===== config.mk =====
export PLATFORM = sky130hd
export DESIGN_NAME = weights_loader
export DESIGN_NICKNAME = d
export VERILOG_FILES = /design/src/rtl/weights_loader.sv
export SDC_FILE = /design/constraint.sdc
export NUM_CORES = 1
export LEC_CHECK = 0
export CAP_MARGIN = 10
export CORE_ASPECT_RATIO = 0.7
export CORE_MARGIN = 3
export CORE_UTILIZATION = 30
export CTS_CLUSTER_SIZE = 28
export DETAILED_ROUTE_END_ITERATION = 8
export PLACE_DENSITY = 0.6
export REMOVE_ABC_BUFFERS = 1
export SLEW_MARGIN = 20
export SYNTH_ARGS = -nofsm -noshare
export SYNTH_HDL_FRONTEND = slang
export SYNTH_SLANG_ARGS = --single-unit

===== constraint.sdc =====
create_clock -name clk -period 9.8 [get_ports clk]
set_input_delay 1.47 -clock clk [delete_from_list [all_inputs] [get_ports clk]]
set_output_delay 1.47 -clock clk [all_outputs]
set_load 0.01 [all_outputs]

===== src/rtl/weights_loader.sv =====
// weights_loader
//   Reads one kernel out of a synchronous weights ROM (1-cycle read latency)
//   into a parallel register bank, presented as one flat bus to the conv MAC
//   array. One load per accepted start pulse; the kernel is held until it is
//   cleared or reloaded.
//
// Optional feature macro: WLOAD_CHECKSUM_EN
//   defined   -> kernel_sum port plus a running signed sum of captured weights
//   undefined -> no kernel_sum port, no accumulator
//
// Ports
//   clk          in   1                      rising-edge clock
//   rst          in   1                      asynchronous active-high reset
//   load_start   in   1                      request to (re)load the kernel
//   kernel_clr   in   1                      drop kernel_valid, zero the bank
//   rom_r_en     out  1                      ROM read enable
//   rom_raddr    out  ADDR_WIDTH             ROM read address
//   rom_dout     in   PARA_WIDTH             ROM data, valid 1 cycle after rom_r_en
//   busy         out  1                      load in progress
//   load_done    out  1                      1-cycle pulse when the bank is complete
//   kernel_valid out  1                      kernel_bus holds a complete kernel
//   kernel_bus   out  KERNEL_SIZE*PARA_WIDTH weight i at [i*PARA_WIDTH +: PARA_WIDTH]
//   kernel_sum   out  PARA_WIDTH+ADDR_WIDTH  signed sum of weights (checksum build only)

`ifndef CNN_PARA_WIDTH
`define CNN_PARA_WIDTH 8
`endif
`ifndef CNN_KERNEL_SIZE
`define CNN_KERNEL_SIZE 25
`endif

module weights_loader #(
  parameter int unsigned PARA_WIDTH  = `CNN_PARA_WIDTH,
  parameter int unsigned KERNEL_SIZE = `CNN_KERNEL_SIZE,
  parameter int unsigned ADDR_WIDTH  = 5
) (
  input  logic                              clk,
  input  logic                              rst,
  input  logic                              load_start,
  input  logic                              kernel_clr,
  output logic                              rom_r_en,
  output logic [ADDR_WIDTH-1:0]             rom_raddr,
  input  logic [PARA_WIDTH-1:0]             rom_dout,
  output logic                              busy,
  output logic                              load_done,
  output logic                              kernel_valid,
  output logic [KERNEL_SIZE*PARA_WIDTH-1:0] kernel_bus
`ifdef WLOAD_CHECKSUM_EN
  ,
  output logic [PARA_WIDTH+ADDR_WIDTH-1:0]  kernel_sum
`endif
);

  localparam int unsigned SUM_WIDTH = PARA_WIDTH + ADDR_WIDTH;
  localparam logic [ADDR_WIDTH-1:0] LAST_ADDR = ADDR_WIDTH'(KERNEL_SIZE - 1);

  typedef enum logic [1:0] {
    S_IDLE,
    S_READ,
    S_DRAIN,
    S_DONE
  } state_t;

  state_t                  r_state;
  logic                    r_rom_r_en;
  logic [ADDR_WIDTH-1:0]   r_rom_raddr;
  logic                    r_cap_en;
  logic [ADDR_WIDTH-1:0]   r_cap_addr;
  logic                    r_busy;
  logic                    r_load_done;
  logic                    r_kernel_valid;
  logic [PARA_WIDTH-1:0]   r_bank [KERNEL_SIZE];
`ifdef WLOAD_CHECKSUM_EN
  logic [SUM_WIDTH-1:0]    r_sum;
`endif

  // A clear in the same cycle frees the loader, so the start is taken even
  // when a load was in flight.
  logic w_start_ok;
  assign w_start_ok = load_start && (!r_busy || kernel_clr);

  always_ff @(posedge clk or posedge rst) begin
    if (rst) begin
      r_state        <= S_IDLE;
      r_rom_r_en     <= 1'b0;
      r_rom_raddr    <= '0;
      r_cap_en       <= 1'b0;
      r_cap_addr     <= '0;
      r_busy         <= 1'b0;
      r_load_done    <= 1'b0;
      r_kernel_valid <= 1'b0;
      for (int unsigned i = 0; i < KERNEL_SIZE; i++) r_bank[i] <= '0;
`ifdef WLOAD_CHECKSUM_EN
      r_sum          <= '0;
`endif
    end else begin
      r_load_done <= 1'b0;

      // Delayed copy of the read request qualifies rom_dout one cycle later.
      r_cap_en   <= r_rom_r_en;
      r_cap_addr <= r_rom_raddr;
      if (r_cap_en) begin
        for (int unsigned i = 0; i < KERNEL_SIZE; i++) begin
          if (r_cap_addr == ADDR_WIDTH'(i)) r_bank[i] <= rom_dout;
        end
`ifdef WLOAD_CHECKSUM_EN
        r_sum <= r_sum + SUM_WIDTH'(signed'(rom_dout));
`endif
      end

      case (r_state)
        S_READ: begin
          if (r_rom_raddr == LAST_ADDR) begin
            r_state     <= S_DRAIN;
            r_rom_r_en  <= 1'b0;
            r_rom_raddr <= '0;
          end else begin
            r_rom_raddr <= r_rom_raddr + 1'b1;
          end
        end
        // Last weight lands in the bank at the end of this cycle.
        S_DRAIN: begin
          r_state        <= S_DONE;
          r_load_done    <= 1'b1;
          r_kernel_valid <= 1'b1;
          r_busy         <= 1'b0;
        end
        S_DONE:  r_state <= S_IDLE;
        default: r_state <= S_IDLE;
      endcase

      // Clear overrides the sequencing above; start (below) overrides clear.
      if (kernel_clr) begin
        r_state        <= S_IDLE;
        r_rom_r_en     <= 1'b0;
        r_rom_raddr    <= '0;
        r_cap_en       <= 1'b0;
        r_busy         <= 1'b0;
        r_load_done    <= 1'b0;
        r_kernel_valid <= 1'b0;
        for (int unsigned i = 0; i < KERNEL_SIZE; i++) r_bank[i] <= '0;
`ifdef WLOAD_CHECKSUM_EN
        r_sum          <= '0;
`endif
      end

      if (w_start_ok) begin
        r_state        <= S_READ;
        r_rom_r_en     <= 1'b1;
        r_rom_raddr    <= '0;
        r_busy         <= 1'b1;
        r_load_done    <= 1'b0;
        r_kernel_valid <= 1'b0;
`ifdef WLOAD_CHECKSUM_EN
        r_sum          <= '0;
`endif
      end
    end
  end

  assign rom_r_en     = r_rom_r_en;
  assign rom_raddr    = r_rom_raddr;
  assign busy         = r_busy;
  assign load_done    = r_load_done;
  assign kernel_valid = r_kernel_valid;
`ifdef WLOAD_CHECKSUM_EN
  assign kernel_sum   = r_sum;
`endif

  always_comb begin
    kernel_bus = '0;
    for (int unsigned i = 0; i < KERNEL_SIZE; i++) begin
      kernel_bus[i*PARA_WIDTH +: PARA_WIDTH] = r_bank[i];
    end
  end

endmodule


Word-level counts from Yosys, hierarchy flattened
Cells that the tools add are included.
Widths: inputs -> output; s select.
{ "word_totals": {"register_bits": 217, "in_bits": 12, "out_inout_bits": 209, "word_cells": 170} }
{ "op_classes": {"addsub": 1, "eq_ne": 28, "muxes": 49, "n_reduce_logical": 59} }
{ "op_table": {"columns": ["cell", "n"], "rows": [
  ["$mux 200", 2],
  ["$mux 8", 25],
  ["$reduce_and 2->1", 26],
  ["$reduce_bool 2->1", 26],
  ["$eq 5x5->1 const B", 10],
  ["$eq 5x4->1 const B", 8],
  ["$eq 5x3->1 const B", 4],
  ["$mux 5", 4],
  ["$mux 1", 14],
  ["$eq 5x2->1 const B", 2],
  ["$reduce_bool 3->1", 3],
  ["$mux 2", 3],
  ["$add 5x1->5 const B", 1],
  ["$eq 5x1->1 const B", 1],
  ["$logic_not 5->1", 1],
  ["$ne 4x4->1 const B", 1],
  ["$pmux 2 s2", 1],
  ["$eq 2x1->1 const B", 1],
  ["$eq 2x2->1 const B", 1],
  ["$logic_and 1x1->1", 1],
  ["$logic_not 1->1", 1],
  ["$logic_or 1x1->1", 1]
]} }

Logic depth before layout (Yosys ltp)
Gate-level depths: netlist (run 1).
{ "depth": {"depth_word": 5, "mapped_depth": 6, "ltp_nobuf": 5} }

Worst setup path before layout (run 1)
OpenSTA, ideal clock, no wires.
{ "synth_timing": {"path_type": "in2reg", "from": "in kernel_clr", "to": "reg r_bank, in the netlist kernel_bus[104]", "setup_time_ps": 137, "arrival_ps": 2259, "t_required_ps": 9663, "path_slack_ps": 7405, "stages": 5, "n_path_buf": 3, "path_cell_list": "buf_2 > nand2b_1 > clkbuf_1 > clkbuf_1 > mux2i_1"} }
{ "synth_between": {"elab_chain_cells": 2, "word_cells_on_any_way": 4, "cone_classes": "mux (1); reduce/logical (3)"} }
{ "synth_lines": {"columns": ["item", "line_no", "source"], "rows": [
  ["start, declared", "40", "input logic kernel_clr,"],
  ["$reduce_bool 2->1 (no source line)", null, null],
  ["$reduce_and 2->1 (no source line)", null, null],
  ["end signal, assigned by index", "104", "if (r_cap_addr == ADDR_WIDTH'(i)) r_bank[i] <= rom_dout;"],
  ["end, declared", "72", "logic [PARA_WIDTH-1:0] r_bank [KERNEL_SIZE];"]
]} }
Parallel ways exist; a longest one is shown, timed or not.
A chain may end at the register's enable or synchronous reset.

Worst setup path in the final report (run 1)
{ "layout_timing": {"from": "reg r_rom_raddr[0], in the netlist rom_raddr[0]", "to": "out rom_raddr[0]"} }
{ "layout_rtl": {"columns": ["item", "line_no", "source"], "rows": [
  ["start, declared", "66", "logic [ADDR_WIDTH-1:0] r_rom_raddr;"],
  ["start signal, assigned", "118", "r_rom_raddr <= r_rom_raddr + 1'b1;"],
  ["end, declared", "42", "output logic [ADDR_WIDTH-1:0] rom_raddr,"]
]} }
No word-level cell between the ends.

==> results of run 1 <==
[worst paths after layout]
kind / from / endpoint / slack (ns) / depth (start not counted)
worst max-delay path: rom_raddr[0]$_DFFE_PP0P_ / rom_raddr[0] / 6.73 / 1
worst min-delay path: kernel_valid$_DFFE_PP0P_ / kernel_valid$_DFFE_PP0P_ / 0.49 / 2
worst max register to register: r_cap_addr[1]$_DFF_PP0_ / kernel_bus[89]$_DFFE_PP0P_ / 7.26 / 3
worst min register to register: kernel_valid$_DFFE_PP0P_ / kernel_valid$_DFFE_PP0P_ / 0.49 / 2
max in group asynchronous: rst / kernel_bus[0]$_DFFE_PP0P_ / 6.96 / 3
min in group asynchronous: rst / kernel_bus[162]$_DFFE_PP0P_ / 1.42 / 2
[sequential cells by signal, indices dropped and copies added (netlist names)]
| name | count |
|---|---|
| r_state | 2 |
| rom_r_en | 1 |
| busy | 1 |
| rom_raddr | 5 |
| kernel_valid | 1 |
| r_cap_en | 1 |
| r_cap_addr | 5 |
| load_done | 1 |
| kernel_bus | 200 |
[power groups by stage]
stage	Combinational (mW)	Clock [mW]	Sequential [mW]
floorplan	0.0657	0	0.934
global placement	0.128	0	0.932
detailed placement	0.129	0	0.932
CTS	0.129	0.916	0.916
global route	0.139	0.955	0.917
finish	0.125	0.890	0.916
[kinds of logic after synthesis]
group,count (synthesis),synth area share [%]
DFF,217,56.6
AOI/OAI and AO/OA,12,0.835
adders and majority gates,4,0.522
buffers and inverters,68,3.01
and+or+nand+nor,265,17.9
muxes,202,21.1
[final cells by class]
cell class / count / area (sq um)
fillers: 3018 / 18500
flip-flops and latches: 217 / 5430
multi-input cells: 483 / 3890
repair buffers: 226 / 2240
clock buffers: 34 / 709
well taps: 420 / 526
clock inverters: 6 / 57.6
inverters: 7 / 33.8
[worst min-delay path, cell delays in order, from the launching register on]
cell and delay, ns:
dfrtp_1 0.34, nor2_1 0.04, nor2_1 0.07
[stage by stage]
step | utilization [%] | std cells | hold slack [ns] | area, sq um | total power [mW]
after floorplan | - | 707 | 0.478 | 9330 | 1.00
after global placement | 38.7 | 1353 | 0.460 | 12100 | 1.06
after detailed placement | 38.7 | 1353 | 0.457 | 12100 | 1.06
after CTS | 41.1 | 1393 | 0.490 | 12900 | 1.96
after global routing | 41.1 | 1393 | 0.512 | 12900 | 2.01
final | 41.1 | 1393 | 0.491 | 12900 | 1.93
[placed cells by master (no fill, tap or decap), types with 3 or more instances in the layout]
| cell | instances |
|---|---|
| clkdlybuf4s50_1 | 219 |
| dfrtp_1 | 217 |
| nand2b_1 | 204 |
| mux2i_1 | 202 |
| clkbuf_16 | 25 |
| nand2_2 | 16 |
| nand2b_2 | 7 |
| nand2_1 | 7 |
| buf_4 | 7 |
| inv_1 | 6 |
| clkbuf_8 | 5 |
| nor2b_1 | 4 |
| nand3_2 | 4 |
| nor2_1 | 4 |
| ha_1 | 4 |
| clkinv_2 | 4 |
| clkbuf_1 | 4 |
| and4b_1 | 3 |
| a21oi_1 | 3 |
| o21ai_0 | 3 |
[routing by layer]
| layer | wire length, microns | global-route usage, % |
|---|---|---|
| met1 | 13800 | 23.9 |
| met2 | 10900 | 22.0 |
| met3 | 2340 | 6.15 |
| met4 | 353 | 2.24 |
| met5 | 0 | 0 |
==> impl_metrics.toml, run 1 <==
[run_status]
status = "complete, no violations"

[power_and_ir_drop]
power_frac_seq_pct = 47.4
netSwitchingFraction_pct = 23.4
peakVddDrop_uv = 82.2
p_clk_share_pct = 46.1
p_per_area_nw_per_um2 = 150
combPwrFrac_pct = 6.5
leakagePower_nw = 6.57
p_int_mw = 1.48
switchingPower_mw = 0.452

[floorplan]
core-area_sq_um = 31400
start_util_pct = 30.6
die-area_sq_um = 34200
dieWidth_microns = 220
std_cell_rows = 54
fp.dieH_microns = 156
pin_count = 221

[timing]
timing.final.ws_setup_ns = 6.73
period_share_pct = 31.3
worst_slew_pin_slew_ns = 0.996
rsz0062_at_grt = "false"
fin_crit_ns = 3.07
slew_violations = 0
slew_headroom_pct = 33.5
hold_violations = 0
fmax_mhz = 326
fin_worst_skew_ns = 0.00949
setup_viol = 0
finalSetupTns_ns = 0

[critical_path]
endpoint_kind = "output port"
cpLargestDelayFamily = "buffers and inverters"
cpMaxStageDelayCell = "clkdlybuf4s50_1"
crit_required_ns = 8.33
worstSetupPathType = "register to output port"
path_max_fanout = 7
worstPathCellList = "clkdlybuf4s50_1"
slowest_delay_ns = 0.59
path_buf_inv = 1
startpoint_type = "register"
arrival_ns = 1.60

[yosys]
ys_seq_area_share_pct = 56.6
synth_top_area_share_pct = 56.6
synth.most_common_cell = "dfrtp_1"
synth.distinct_cells = 33
synth_cells = 768
synth_edf_count = 0
async_flop_share_pct = 100
syn_area_per_cell_sq_um = 12.5
synth_commonest_cells = "217 x dfrtp_1, 211 x nand2b_1, 202 x mux2i_1"
synth.largest_area_cell = "dfrtp_1"
synth-seq-cells = 217
ys.flop_type = "dfrtp_1"
syn_area_sq_um = 9590
synth_area_leaders = "dfrtp_1 57%, mux2i_1 21%, nand2b_1 14%"
synth-warning-count = 0

[routing]
final_antenna_net_count = 0
post_drt_wl_per_cell_microns = 19.6
dr.pass1.iters = 4
drcViolationCount = 0
drt_iter0_markers = 384
vias = 6264
viasPerCell = 4.50
routed_wl_microns = 27400

[global_route]
overflow = 0
grt_max_degree = 92
grt_pass1_wl_microns = 42000
grt_pass1_vias = 6653
antenna_found_initial = 0
grt_usage_pct = 15.9

[place]
gp_congestion = 0.754
port-buffer-count = 220
hpwl_microns = 17400
pre_cts_ws_ns = 6.22

[cts]
clk_path_buf_depth = 3
clkLatencyLatePin_ns = 0.52
cts_resized = 0
post_cts_buffers = 0
h-tree-depth = 1
cts_buffers = 24
root_buffer = "clkbuf_16"
cts_hold_buffers = 0
clock_sinks = 217
clkTransAtPathRegs_ns = 0.06
cts_tree = "built"

[layout]
area_growth_pct = 34.5
drive_gt1_share_pct = 8.02
nNetsFinal = 975
n_antenna_cell = 0

[hold_path]
hold_class = "register to register"

[run]
drv_cap = 0
No activity file was read; power rests on OpenSTA's default activity.
==> run 2, diff against run 1 <==
Settings changed: PLACE_DENSITY 0.6 to 0.62.
Clock period 9.8 ns to 2.6 ns, I/O delays scaled along.
==> impl_metrics.toml, run 2 (same netlist as run 1, synthesis figures left out) <==
[critical_path]
cpLargestDelayFamily = "buffers and inverters"
startpoint_type = "register"
endpoint_kind = "output port"
worstSetupPathType = "register to output port"
cpMaxStageDelayCell = "clkdlybuf4s50_1"
crit_required_ns = 2.21
cp.depth = 1
worstPathCellList = "clkdlybuf4s50_1"
r2r_cells = 3
path_buf_inv = 1
path_max_fanout = 9
arrival_ns = 1.64
slowest_delay_ns = 0.60

[floorplan]
dieWidth_microns = 220
die-area_sq_um = 34200
fp.dieH_microns = 156
core-area_sq_um = 31400
pin_count = 221
std_cell_rows = 54
start_util_pct = 30.6

[timing]
fmax_mhz = 493
period_share_pct = 78.0
slew_headroom_pct = 50.5
hold_violations = 0
fin_crit_ns = 2.03
fin_worst_skew_ns = 0.0106
slew_violations = 0
finalSetupTns_ns = 0
setup_viol = 0
worst_slew_pin_slew_ns = 0.732
rsz0062_at_grt = "false"

[power_and_ir_drop]
p_per_area_nw_per_um2 = 567
leakagePower_nw = 6.73
peakVddDrop_uv = 287

[routing]
final_antenna_net_count = 0
drt_iter0_markers = 319
routed_wl_microns = 29000
post_drt_wl_per_cell_microns = 20.5
viasPerCell = 4.57
drcViolationCount = 0
dr.pass1.iters = 4
vias = 6464

[run]
drv_cap = 0

[cts]
cts_buffers = 24
clk_path_buf_depth = 3
cts_hold_buffers = 0
h-tree-depth = 1
root_buffer = "clkbuf_16"
cts_resized = 0
cts_tree = "built"
clkLatencyLatePin_ns = 0.52
clkTransAtPathRegs_ns = 0.06
clock_sinks = 217
post_cts_buffers = 0

[place]
hpwl_microns = 19200
place_area_sq_um = 12400
gp_congestion = 0.744
port-buffer-count = 220

[layout]
nNetsFinal = 994
n_antenna_cell = 0
final_core_util_pct = 42.1
largest_reg_flops = 200
area_growth_pct = 37.7
final_common_cell = "clkdlybuf4s50_1"
postLayoutCellArea_sq_um = 13200
drive_gt1_share_pct = 9.95
mostFrequentLayoutCells = "219 x clkdlybuf4s50_1, 217 x dfrtp_1, 203 x nand2b_1"

[global_route]
antenna_found_initial = 0
grt_usage_pct = 16.9
grt_max_degree = 86
grt_pass1_vias = 6746
overflow = 0
grt_pass1_wl_microns = 44000

[hold_path]
hold_class = "input port to async pin"

[run_status]
status = "complete, no violations"
run 2: cell types whose count changed in the layout (fill, tap and decap cells not counted), moves of 2 or more:
cell,delta
clkbuf_8,-3
clkinv_2,+2
buf_12,+10
buf_4,+9
clkbuf_1,+2
bufinv_16,+2
run 2: report_power, final:
part | switching, mW | leakage (nW) | internal [mW]
Combinational | 0.315 | 3.31 | 0.217
Sequential | 0.0369 | 3.02 | 3.42
Clock | 1.39 | 0.400 | 2.11
Total | 1.74 | 6.73 | 5.75
run 2: metal layers:
metal,up-vias,GRT usage [%],wire length [microns]
li1,2965,-,-
met1,3277,25.1,14100
met2,188,23.8,11800
met3,34,6.48,2650
met4,0,2.88,375
met5,-,0,0
run 2: cell type report:
cell class,count,area [sq um]
clock buffer,33,676
sequential,217,5430
clock inverter,10,129
inverter,7,33.8
timing repair buffer,245,2510
fill,2956,18100
tap,420,526
multi-input combinational,483,3900
run 2: metrics by stage:
stage / setup WS [ns] / total power [mW] / hold slack, ns / instances
2_1_floorplan: -3.73 / 3.77 / 0.464 / 707
3_3_place_gp: 0.716 / 4.06 / 0.486 / 1372
3_5_place_dp: 0.663 / 4.06 / 0.487 / 1372
4_1_cts: 0.538 / 7.61 / 0.317 / 1415
5_1_grt: 0.518 / 7.78 / 0.348 / 1415
6_report: 0.573 / 7.49 / 0.318 / 1415
run 2: final timing paths:
path / startpoint / endpoint / slack (ns)
worst max-delay path: rom_raddr[2]$_DFFE_PP0P_ / rom_raddr[2] / 0.57
worst min-delay path: rst / kernel_bus[167]$_DFFE_PP0P_ / 0.32
worst max register to register: r_cap_addr[2]$_DFF_PP0_ / kernel_bus[139]$_DFFE_PP0P_ / 0.66
worst min register to register: rom_raddr[4]$_DFFE_PP0P_ / r_cap_addr[4]$_DFF_PP0_ / 0.50
max in group asynchronous: rst / kernel_bus[169]$_DFFE_PP0P_ / 1.62
min in group clk: kernel_clr / kernel_bus[192]$_DFFE_PP0P_ / 0.48
